--- config.mk ---
export PLATFORM = sky130hd
export DESIGN_NAME = toaplan2_prog_loader
export DESIGN_NICKNAME = d
export VERILOG_FILES = /design/src/rtl/toaplan2_prog_loader.sv
export SDC_FILE = /design/constraint.sdc
export NUM_CORES = 1
export LEC_CHECK = 0
export BUFFER_PORTS_ARGS = -buffer_cell sky130_fd_sc_hd__buf_2
export CAP_MARGIN = 25
export CORE_UTILIZATION = 25
export DETAILED_ROUTE_END_ITERATION = 10
export GPL_ROUTABILITY_DRIVEN = 0
export HOLD_SLACK_MARGIN = 0.08
export PLACE_DENSITY = 0.51
export SLEW_MARGIN = 25
export SYNTH_ARGS = -nofsm -noshare
export SYNTH_HDL_FRONTEND = slang
export SYNTH_SLANG_ARGS = --single-unit
--- constraint.sdc ---
create_clock -name CLK -period 4.7 [get_ports CLK]
set_clock_uncertainty 0.15 [all_clocks]
set_input_delay 0.235 -clock CLK [delete_from_list [all_inputs] [get_ports CLK]]
set_output_delay 0.235 -clock CLK [all_outputs]
set_load 0.05 [all_outputs]
--- src/rtl/toaplan2_prog_loader.sv ---
// Header-driven ROM download router: parses the region table from the download header and
// packs data bytes into 16-bit SDRAM words. The words are queued against PROG_RDY.
module toaplan2_prog_loader #(
  parameter int REGIONS = 4,
  parameter int SDRAMW  = 22,
  parameter int QDEPTH  = 2
) (
  input  logic              CLK,
  input  logic              RESET,
  input  logic [25:0]       IOCTL_ADDR,
  input  logic [7:0]        IOCTL_DOUT,
  input  logic              IOCTL_WR,
  input  logic              IOCTL_RAM,
  input  logic              DOWNLOADING,
  input  logic              PROG_RDY,
  output logic [SDRAMW-1:0] PROG_ADDR,
  output logic [15:0]       PROG_DATA,
  output logic [1:0]        PROG_MASK,
  output logic [1:0]        PROG_BA,
  output logic              PROG_WE,
  output logic              DWNLD_BUSY,
  output logic [7:0]        GAME,
  output logic              OVERFLOW,
  output logic              LOAD_DONE
);
  localparam int HDR_LEN = 1 + 4 * REGIONS;
  localparam int QAW     = (QDEPTH > 1) ? $clog2(QDEPTH) : 1;
  localparam int CW      = QAW + 1;

  typedef enum logic [2:0] {S_IDLE, S_HEADER, S_DATA, S_FLUSH, S_DONE} state_t;
  typedef struct packed {
    logic [SDRAMW-1:0] addr;
    logic [15:0]       data;
    logic [1:0]        mask;
    logic [1:0]        ba;
  } qent_t;

  state_t            state_q, state_d;
  logic              dl_q;
  logic [7:0]        game_q, game_d;
  logic [15:0]       len_q  [REGIONS];
  logic [15:0]       len_d  [REGIONS];
  logic [1:0]        bank_q [REGIONS];
  logic [1:0]        bank_d [REGIONS];
  logic [7:0]        offs_q [REGIONS];
  logic [7:0]        offs_d [REGIONS];
  logic [3:0]        r_q, r_d;
  logic [25:0]       rc_q, rc_d;
  logic              hold_vld_q, hold_vld_d;
  logic [7:0]        hold_byte_q, hold_byte_d;
  logic [SDRAMW-1:0] hold_addr_q, hold_addr_d;
  logic [1:0]        hold_ba_q, hold_ba_d;
  qent_t             mem_q [QDEPTH];
  qent_t             mem_d [QDEPTH];
  logic [QAW-1:0]    wp_q, wp_d, rp_q, rp_d;
  logic [CW-1:0]     cnt_q, cnt_d;
  logic              ovf_q, ovf_d;
  logic              done_q, done_d;

  logic              byte_wr, dl_rise, pop, full, push, push_ok;
  qent_t             push_ent;
  logic              eff_ok, more_ok;
  int                eff_i;
  logic [15:0]       eff_len;
  logic [1:0]        eff_bank;
  logic [7:0]        eff_offs;
  logic [25:0]       last_rc;
  logic [31:0]       waddr_w;
  logic [SDRAMW-1:0] cur_waddr;

  always_comb begin
    byte_wr = IOCTL_WR & ~IOCTL_RAM;
    dl_rise = DOWNLOADING & ~dl_q;

    // First non-empty region at or after r_q; empty regions are skipped here.
    eff_ok = 1'b0; eff_i = 0; eff_len = '0; eff_bank = '0; eff_offs = '0;
    for (int i = 0; i < REGIONS; i++) begin
      if (!eff_ok && i >= int'(r_q) && len_q[i] != 16'd0) begin
        eff_ok = 1'b1; eff_i = i;
        eff_len = len_q[i]; eff_bank = bank_q[i]; eff_offs = offs_q[i];
      end
    end
    more_ok = 1'b0;
    for (int i = 0; i < REGIONS; i++)
      if (eff_ok && i > eff_i && len_q[i] != 16'd0) more_ok = 1'b1;
    last_rc   = {eff_len, 10'd0} - 26'd1;
    waddr_w   = 32'({eff_offs, 15'd0}) + 32'(rc_q[25:1]);
    cur_waddr = waddr_w[SDRAMW-1:0];

    state_d = state_q; game_d = game_q;
    len_d = len_q; bank_d = bank_q; offs_d = offs_q;
    r_d = r_q; rc_d = rc_q;
    hold_vld_d = hold_vld_q; hold_byte_d = hold_byte_q;
    hold_addr_d = hold_addr_q; hold_ba_d = hold_ba_q;
    push = 1'b0; push_ent = '0; done_d = 1'b0;

    case (state_q)
      S_IDLE: if (dl_rise) begin
        state_d = S_HEADER; r_d = '0; rc_d = '0; hold_vld_d = 1'b0;
      end
      S_HEADER: begin
        if (!DOWNLOADING) state_d = S_IDLE;
        else if (byte_wr) begin
          if (IOCTL_ADDR == 26'd0) game_d = IOCTL_DOUT;
          for (int i = 0; i < REGIONS; i++) begin
            if (IOCTL_ADDR == 26'(1 + 4*i)) len_d[i][7:0]  = IOCTL_DOUT;
            if (IOCTL_ADDR == 26'(2 + 4*i)) len_d[i][15:8] = IOCTL_DOUT;
            if (IOCTL_ADDR == 26'(3 + 4*i)) bank_d[i]      = IOCTL_DOUT[1:0];
            if (IOCTL_ADDR == 26'(4 + 4*i)) offs_d[i]      = IOCTL_DOUT;
          end
          if (IOCTL_ADDR == 26'(HDR_LEN - 1)) state_d = S_DATA;
        end
      end
      S_DATA: begin
        if (byte_wr && eff_ok) begin
          if (!rc_q[0]) begin
            hold_vld_d = 1'b1; hold_byte_d = IOCTL_DOUT;
            hold_addr_d = cur_waddr; hold_ba_d = eff_bank;
          end else begin
            push = 1'b1;
            push_ent = '{addr: cur_waddr, data: {IOCTL_DOUT, hold_byte_q}, mask: 2'b00, ba: eff_bank};
            hold_vld_d = 1'b0;
          end
          if (rc_q == last_rc) begin
            rc_d = '0; r_d = 4'(eff_i + 1);
            if (!more_ok) state_d = S_FLUSH;
          end else begin
            rc_d = rc_q + 26'd1; r_d = 4'(eff_i);
          end
        end
        if (!DOWNLOADING || !eff_ok) state_d = S_FLUSH;
      end
      S_FLUSH: begin
        // A leftover even byte is written to both halves with the high byte masked off.
        if (hold_vld_q) begin
          push = 1'b1;
          push_ent = '{addr: hold_addr_q, data: {hold_byte_q, hold_byte_q}, mask: 2'b10, ba: hold_ba_q};
          hold_vld_d = 1'b0;
        end else if (cnt_q == '0) begin
          state_d = S_DONE; done_d = 1'b1;
        end
      end
      S_DONE:  state_d = S_IDLE;
      default: state_d = S_IDLE;
    endcase

    pop  = PROG_RDY && (cnt_q != '0);
    full = (cnt_q == CW'(QDEPTH));
    mem_d = mem_q; wp_d = wp_q; rp_d = rp_q;
    ovf_d = dl_rise ? 1'b0 : ovf_q;
    push_ok = push && (!full || pop);
    if (push_ok) begin
      mem_d[wp_q] = push_ent;
      wp_d = wp_q + 1'b1;
    end else if (push) ovf_d = 1'b1;
    if (pop) rp_d = rp_q + 1'b1;
    cnt_d = cnt_q + CW'(push_ok) - CW'(pop);
  end

  always_ff @(posedge CLK) begin
    if (RESET) begin
      state_q <= S_IDLE; dl_q <= 1'b0; game_q <= '0;
      for (int i = 0; i < REGIONS; i++) begin
        len_q[i] <= '0; bank_q[i] <= '0; offs_q[i] <= '0;
      end
      r_q <= '0; rc_q <= '0;
      hold_vld_q <= 1'b0; hold_byte_q <= '0; hold_addr_q <= '0; hold_ba_q <= '0;
      for (int i = 0; i < QDEPTH; i++) mem_q[i] <= '0;
      wp_q <= '0; rp_q <= '0; cnt_q <= '0;
      ovf_q <= 1'b0; done_q <= 1'b0;
    end else begin
      state_q <= state_d; dl_q <= DOWNLOADING; game_q <= game_d;
      len_q <= len_d; bank_q <= bank_d; offs_q <= offs_d;
      r_q <= r_d; rc_q <= rc_d;
      hold_vld_q <= hold_vld_d; hold_byte_q <= hold_byte_d;
      hold_addr_q <= hold_addr_d; hold_ba_q <= hold_ba_d;
      mem_q <= mem_d; wp_q <= wp_d; rp_q <= rp_d; cnt_q <= cnt_d;
      ovf_q <= ovf_d; done_q <= done_d;
    end
  end

  assign PROG_WE    = (cnt_q != '0);
  assign PROG_ADDR  = mem_q[rp_q].addr;
  assign PROG_DATA  = mem_q[rp_q].data;
  assign PROG_MASK  = mem_q[rp_q].mask;
  assign PROG_BA    = mem_q[rp_q].ba;
  assign GAME       = game_q;
  assign OVERFLOW   = ovf_q;
  assign LOAD_DONE  = done_q;
  assign DWNLD_BUSY = DOWNLOADING | (state_q != S_IDLE && state_q != S_DONE);
endmodule

# After elaboration in Yosys (flattened, before gate mapping)
# Cells that the tools add are included.
[op_classes]
add_sub_neg = 8
multipliers = 0
div_mod_pow = 0
order_cmp = 11
n_eq_ne = 31
shifts = 0
muxes = 64
bitwise = 9
reduce_logical = 61
[op_table]
columns = ["op", "count"]
rows = [
  ["two-way mux 42 bit", 7],
  ["equality test 26 x 4 -> 1 bit, second input constant", 8],
  ["equality test 26 x 3 -> 1 bit, second input constant", 4],
  ["bitwise mux 84 bit", 1],
  ["case mux 42 bit (2 select lines)", 1],
  ["two-way mux 26 bit", 3],
  ["AND reduction 4 bit", 17],
  ["> comparator 3 x 32 -> 1 bit, first input constant", 2],
  ["two-way mux 16 bit", 4],
  ["two-way mux 32 bit", 2],
  ["nonzero test 16 bit", 4],
  ["equality test 26 x 2 -> 1 bit, second input constant", 2],
  ["case mux 26 bit (2 select lines)", 1],
  ["demux 42 bit (select 1 bit)", 1],
  ["> comparator 1 x 32 -> 1 bit, first input constant", 1],
  ["> comparator 2 x 32 -> 1 bit, first input constant", 1],
  ["two-way mux 3 bit", 10],
  ["two-way mux 7 bit", 4],
  ["adder 26 x 1 -> 26 bit, second input constant", 1],
  ["equality test 26 x 1 -> 1 bit, second input constant", 1],
  ["equality test 26 bit", 1],
  ["equality test 26 x 5 -> 1 bit, second input constant", 1],
  ["zero test 26 bit", 1],
  ["subtractor 26 x 1 -> 26 bit, second input constant", 1],
  ["35 further kinds", 105],
]
[totals]
register_bits = 265
latchBits = 0
mem_bits_rw = 0
mem_bits_ro = 0
inputBits = 40
out_inout_bits = 54
word_cells = 222
mem_count = 0

# Logic depth before layout (Yosys ltp)
[logic_depth]
ltp_word = 27
depth_mapped = 23
mapped_depth_nobuf = 18

# Worst setup path before layout
# OpenSTA, ideal clock, no wires.
[synth_path]
kind = "reg2reg"
startpoint = "register len_q[45] in the netlist's numbering"
endpoint = "register state_q[0]"
setup_time_ns = 0.121
arrival_time_ns = 3.798
required_time_ns = 4.429
path_slack_ns = 0.630
path_stages_with_launch = 19
path_buffers = 4
synth_period_minus_slack_ns = 4.070
path_cell_list = "dfxtp_1 -> nor4_2 -> a41oi_2 -> buf_6 -> a211o_2 -> nor2_2 -> buf_6 -> buf_4 -> clkbuf_1 -> a21oi_1 -> ha_1 -> xnor2_1 -> xnor2_1 -> nand4_1 -> nor4_2 -> nand4_2 -> a2111oi_2 -> nor2_1 -> mux2_4"
[synth_via]
elab_chain_len = 20
word_cells_on_any_way = 44
classes_between = "1 x add/sub; 4 x order compare; 4 x eq/ne; 15 x mux; 20 x reduce/logical"
[synth_rtl]
columns = ["item", "line_no", "source"]
rows = [
  ["start, declared", "41", "logic [15:0] len_q [REGIONS];"],
  ["start signal, assigned", "173", "len_q <= len_d; bank_q <= bank_d; offs_q <= offs_d;"],
  ["nonzero test 16 bit", "78, 85", ""],
  ["logical AND 1 bit", "78", "if (!eff_ok && i >= int'(r_q) && len_q[i] != 16'd0) begin"],
  ["two-way mux 1 bit", "78", ""],
  ["zero test 1 bit", "78", ""],
  ["logical AND 1 bit (2 in a row)", "78", ""],
  ["two-way mux 1 bit", "78", ""],
  ["zero test 1 bit", "78", ""],
  ["logical AND 1 bit (2 in a row)", "78", ""],
  ["two-way mux 32 bit", "78", ""],
  ["> comparator 1 x 32 -> 1 bit", "85", "if (eff_ok && i > eff_i && len_q[i] != 16'd0) more_ok = 1'b1;"],
  ["logical AND 1 bit (2 in a row)", "85", ""],
  ["two-way mux 1 bit (4 in a row)", "85", ""],
  ["inequality test 3 bit (no line)", "--", ""],
  ["AND reduction 8 bit (no line)", "--", ""],
  ["end signal, assigned", "162", "state_q <= S_IDLE; dl_q <= 1'b0; game_q <= '0;"],
  ["end signal, assigned", "172", "state_q <= state_d; dl_q <= DOWNLOADING; game_q <= game_d;"],
  ["end, declared", "38", "state_t state_q, state_d;"],
]
# Parallel ways exist; a longest one is shown, timed or not.
# A chain may end at the register's enable or synchronous reset.

# Final worst setup path
[layout_path]
startpoint = "register len_q[50] in the netlist's numbering"
endpoint = "register state_q[0]"
[layout_via]
elab_chain_len = 24
word_cells_on_any_way = 49
classes_between = "1 x add/sub; 4 x order compare; 4 x eq/ne; 17 x mux; 23 x reduce/logical"
[layout_rtl]
columns = ["item", "line_no"]
rows = [
  ["nonzero test 16 bit", "78, 85"],
  ["logical AND 1 bit", "78"],
  ["two-way mux 1 bit", "78"],
  ["zero test 1 bit", "78"],
  ["logical AND 1 bit (2 in a row)", "78"],
  ["two-way mux 1 bit", "78"],
  ["zero test 1 bit", "78"],
  ["logical AND 1 bit (2 in a row)", "78"],
  ["two-way mux 1 bit", "78"],
  ["zero test 1 bit", "78"],
  ["logical AND 1 bit (2 in a row)", "78"],
  ["two-way mux 32 bit", "78"],
  ["> comparator 1 x 32 -> 1 bit", "85"],
  ["logical AND 1 bit (2 in a row)", "85"],
  ["two-way mux 1 bit (4 in a row)", "85"],
  ["inequality test 3 bit (no line)", "--"],
  ["AND reduction 8 bit (no line)", "--"],
]
# Parallel ways exist; a longest one is shown, timed or not.

==> impl_metrics.ini <==
[die]
die_h_um = 227
die_w_um = 227
dieArea_um2 = 51500
num_rows = 82
core_um2 = 50100
ios = 94
initial_utilization = 0.253

[power_and_ir_drop]
clkPwrFrac = 0.468
max-vdd-ir-drop_mv = 0.273
p_per_area_nw_per_um2 = 320
power_frac_comb = 0.058
p_total_uw = 4750
leakage_uw = 0.00559
p_int_uw = 3610
power.share.switching = 0.239
p_seq_frac = 0.475
p_sw_uw = 1140

[worst_setup_path]
critPathKind = flop to flop
rr_startpoint = len_q[50]$_SDFFE_PP0P_
crit_chain = nor4_1 -> nand4_1 -> nand2_2 -> buf_4 -> mux2_2 -> or4_1 -> nand2_1 -> a31oi_1 -> nor4_2 -> nand4_2 -> a2111oi_2 -> nor2_1 -> mux2_4
critPathCaptureType = flop
crit_buf_inv = 1
crit_path_max_fanout = 11
arrival_ns = 4.67
crit_path_top_delay_cell = or4_1
startpoint_type = flop
cp_top_family = simple AND/OR/NAND/NOR gates
slowest_delay_ns = 0.62
required_ns = 5.00
r2r-end = state_q[0]$_SDFFE_PP0P_
r2r_slack_ns = 0.33
r2r_cells = 13

[global_routing]
grt.total_usage = 0.144
grt_pass1_wl_um = 58600
grt_pass1_vias = 10300
overflow = 0
grt_max_degree = 133
antenna_found_initial = 2

[detailed_routing]
drtAntennaViolNets = 0
viasPerCell = 4.86
dr.pass1.iters = 5
wl_um = 37300
drc_errors = 0
vias = 10800
drt_iter0_markers = 716
wl_per_cell_um = 16.7

[yosys]
synth_compound_area_frac = 0.169
synthCells = 1484
synth_adder_area_share = 0.0134
synth_top_cell_by_area = dfxtp_1
synthesis.area_um2 = 12700
syn-num-nets = 1537
synthArstFlopShare = 0
synth_simple_gate_area_share = 0.212
synth_xor_area_frac = 0.0236
synthTopCellsByArea = dfxtp_1, mux2i_1, nor2_1
synth_area_per_cell_um2 = 8.53
synth_top_family_by_area = simple AND/OR/NAND/NOR gates
synth_most_common_cell = dfxtp_1
ys_types = 82
synth-edff-count = 0
synth_flop_cell = dfxtp_1
yosys-top-cells-count = dfxtp_1, nor2_1, nand2_1
synth_seq_area_share = 0.414
ys_ff_latch = 262
synth_top_area_frac = 0.414
muxShareOfSynthArea = 0.127
synth_warnings = 0

[clock_tree]
clk_latency_ns = 0.56
cts_buffers = 29
clock-sinks = 262
clockRootBuffer = clkbuf_16
clkTransAtPathRegs_ns = 0.06
clk_path_buf_depth = 3
cts_setup_buffers = 0
cts_max_level = 1
cts_tree = built

[timing]
hold_violations = 0
max_slew.worst_pin.slew_ns = 1.01
fin_setup_tns_ns = 0
relSlewSlack = 0.323
max_freq_mhz = 229
fin_crit_sh = 0.930
slew_viol_final = 0
setup_viol_count_final = 0
grt_setup_unrepaired = false
fin_crit_ns = 4.37

[layout]
area_delta_synth_final_pct = 17.3
drive_gt1_frac = 0.160
diodes = 0
final_area_um2 = 14800
final_nets = 1593

[flow_run]
maxCapViolations = 0

[placed_design]
dp_hpwl_um = 26100
dpl_cell_area_um2 = 13700
io_buffers = 92

[hold_path]
min_to = bank_q[3]$_SDFFE_PP0P_
hp-class = input pin to flop
min_from = IOCTL_ADDR[3]
hold_path_depth = 6

[run_status]
status = finished clean
-- sequential cells by signal, indices dropped and copies added (netlist names) --
| register | flops |
|---|---|
| LOAD_DONE | 1 |
| rp_q | 1 |
| GAME | 8 |
| bank_q | 8 |
| cnt_q | 2 |
| hold_addr_q | 22 |
| len_q | 64 |
| hold_ba_q | 2 |
| dl_q | 1 |
| hold_byte_q | 8 |
| hold_vld_q | 1 |
| r_q | 3 |
| OVERFLOW | 1 |
| offs_q | 28 |
| mem_q | 82 |
| state_q | 3 |
| rc_q | 26 |
| wp_q | 1 |
-- metrics by stage --
stage               hold slack, ns  setup WS [ns]  std cells  utilization
floorplan                    0.213          0.630       1484            -
global placement             0.290          0.395       2167        0.274
detailed placement           0.293          0.369       2167        0.274
CTS                         0.0809          0.353       2230        0.295
global route                 0.164         0.0392       2233        0.297
finish                       0.125          0.331       2233        0.297
-- layout by cell type (no fill, tap or decap), types with 12 or more instances in the layout --
cell type	Yosys	routed
dfxtp_1	262	261
nor4_1	18	16
a21o_1	15	15
o21ai_0	52	52
mux2i_1	101	101
buf_4	3	21
ha_1	12	12
nand3_1	35	35
xnor2_1	20	20
and3_1	22	22
nor3_1	22	22
inv_1	16	16
a21oi_1	86	86
nand2_1	178	178
a22oi_1	35	35
clkbuf_16	0	29
buf_2	3	91
nor2_1	223	221
dlygate4sd3_1	0	12
a211oi_1	72	72
mux2_2	50	50
-- worst reg2reg max path, delay by kind of cell (launching register included) --
family / cells / cell delay (ns)
compound gates: 2 / 0.53
mux: 2 / 0.70
flops: 1 / 0.33
buf+inv: 1 / 0.22
simple gates: 8 / 2.35
-- worst max-delay path by stage --
stage	start	to	slack [ns]	cells after the start
floorplan	len_q[45]$_SDFFE_PP0P_	state_q[0]$_SDFFE_PP0P_	0.63	18
global placement	len_q[25]$_SDFFE_PP0P_	mem_q[83]$_SDFFE_PP0P_	0.40	19
detailed placement	len_q[25]$_SDFFE_PP0P_	mem_q[83]$_SDFFE_PP0P_	0.37	19
CTS	len_q[25]$_SDFFE_PP0P_	mem_q[83]$_SDFFE_PP0P_	0.35	19
global route	len_q[45]$_SDFFE_PP0P_	mem_q[83]$_SDFFE_PP0P_	0.04	19
finish	len_q[50]$_SDFFE_PP0P_	state_q[0]$_SDFFE_PP0P_	0.33	13
-- layer usage --
metal  wire (µm)  up-vias  GRT usage  part of all wire
li1            -     5370          -                 -
met2       17500      257      0.241              0.47
met1       17300     5163      0.192              0.46
met5           9        -          0           0.00024
met3        1540       56     0.0185             0.041
met4         956        2     0.0478             0.026
-- repair_timing --
action | in CTS | in global routing
hold endpoints to repair | 82 | 24
hold buffers | 11 | 1
gates resized for setup | 0 | 3
endpoints found under the setup margin | 0 | 6
-- power groups by stage --
stage	sequential, µW	clock, µW	combinational (µW)
after floorplan	2290	0	170
after global placement	2300	0	261
after detailed placement	2300	0	263
after CTS	2250	2280	272
after global routing	2250	2370	298
final	2250	2220	273
-- cell type report --
class | count | area, µm²
sequential | 262 | 5250
multi-input combinational | 1102 | 6930
timing repair buffer | 129 | 840
tap | 672 | 841
fill | 5391 | 35200
inverter | 16 | 60.1
clock inverter | 8 | 75.1
clock buffer | 44 | 852
-- cell families after synthesis --
logic type,count (synthesis)
multiplexers,153
adder cells (fa/ha/maj),13
AND/OR/NAND/NOR,582
AO/OA/AOI/OAI,322
XOR/XNOR,31
buffers and inverters,120
other,1
flip-flops,262
Note: power is estimated with default switching activity, not from simulation.
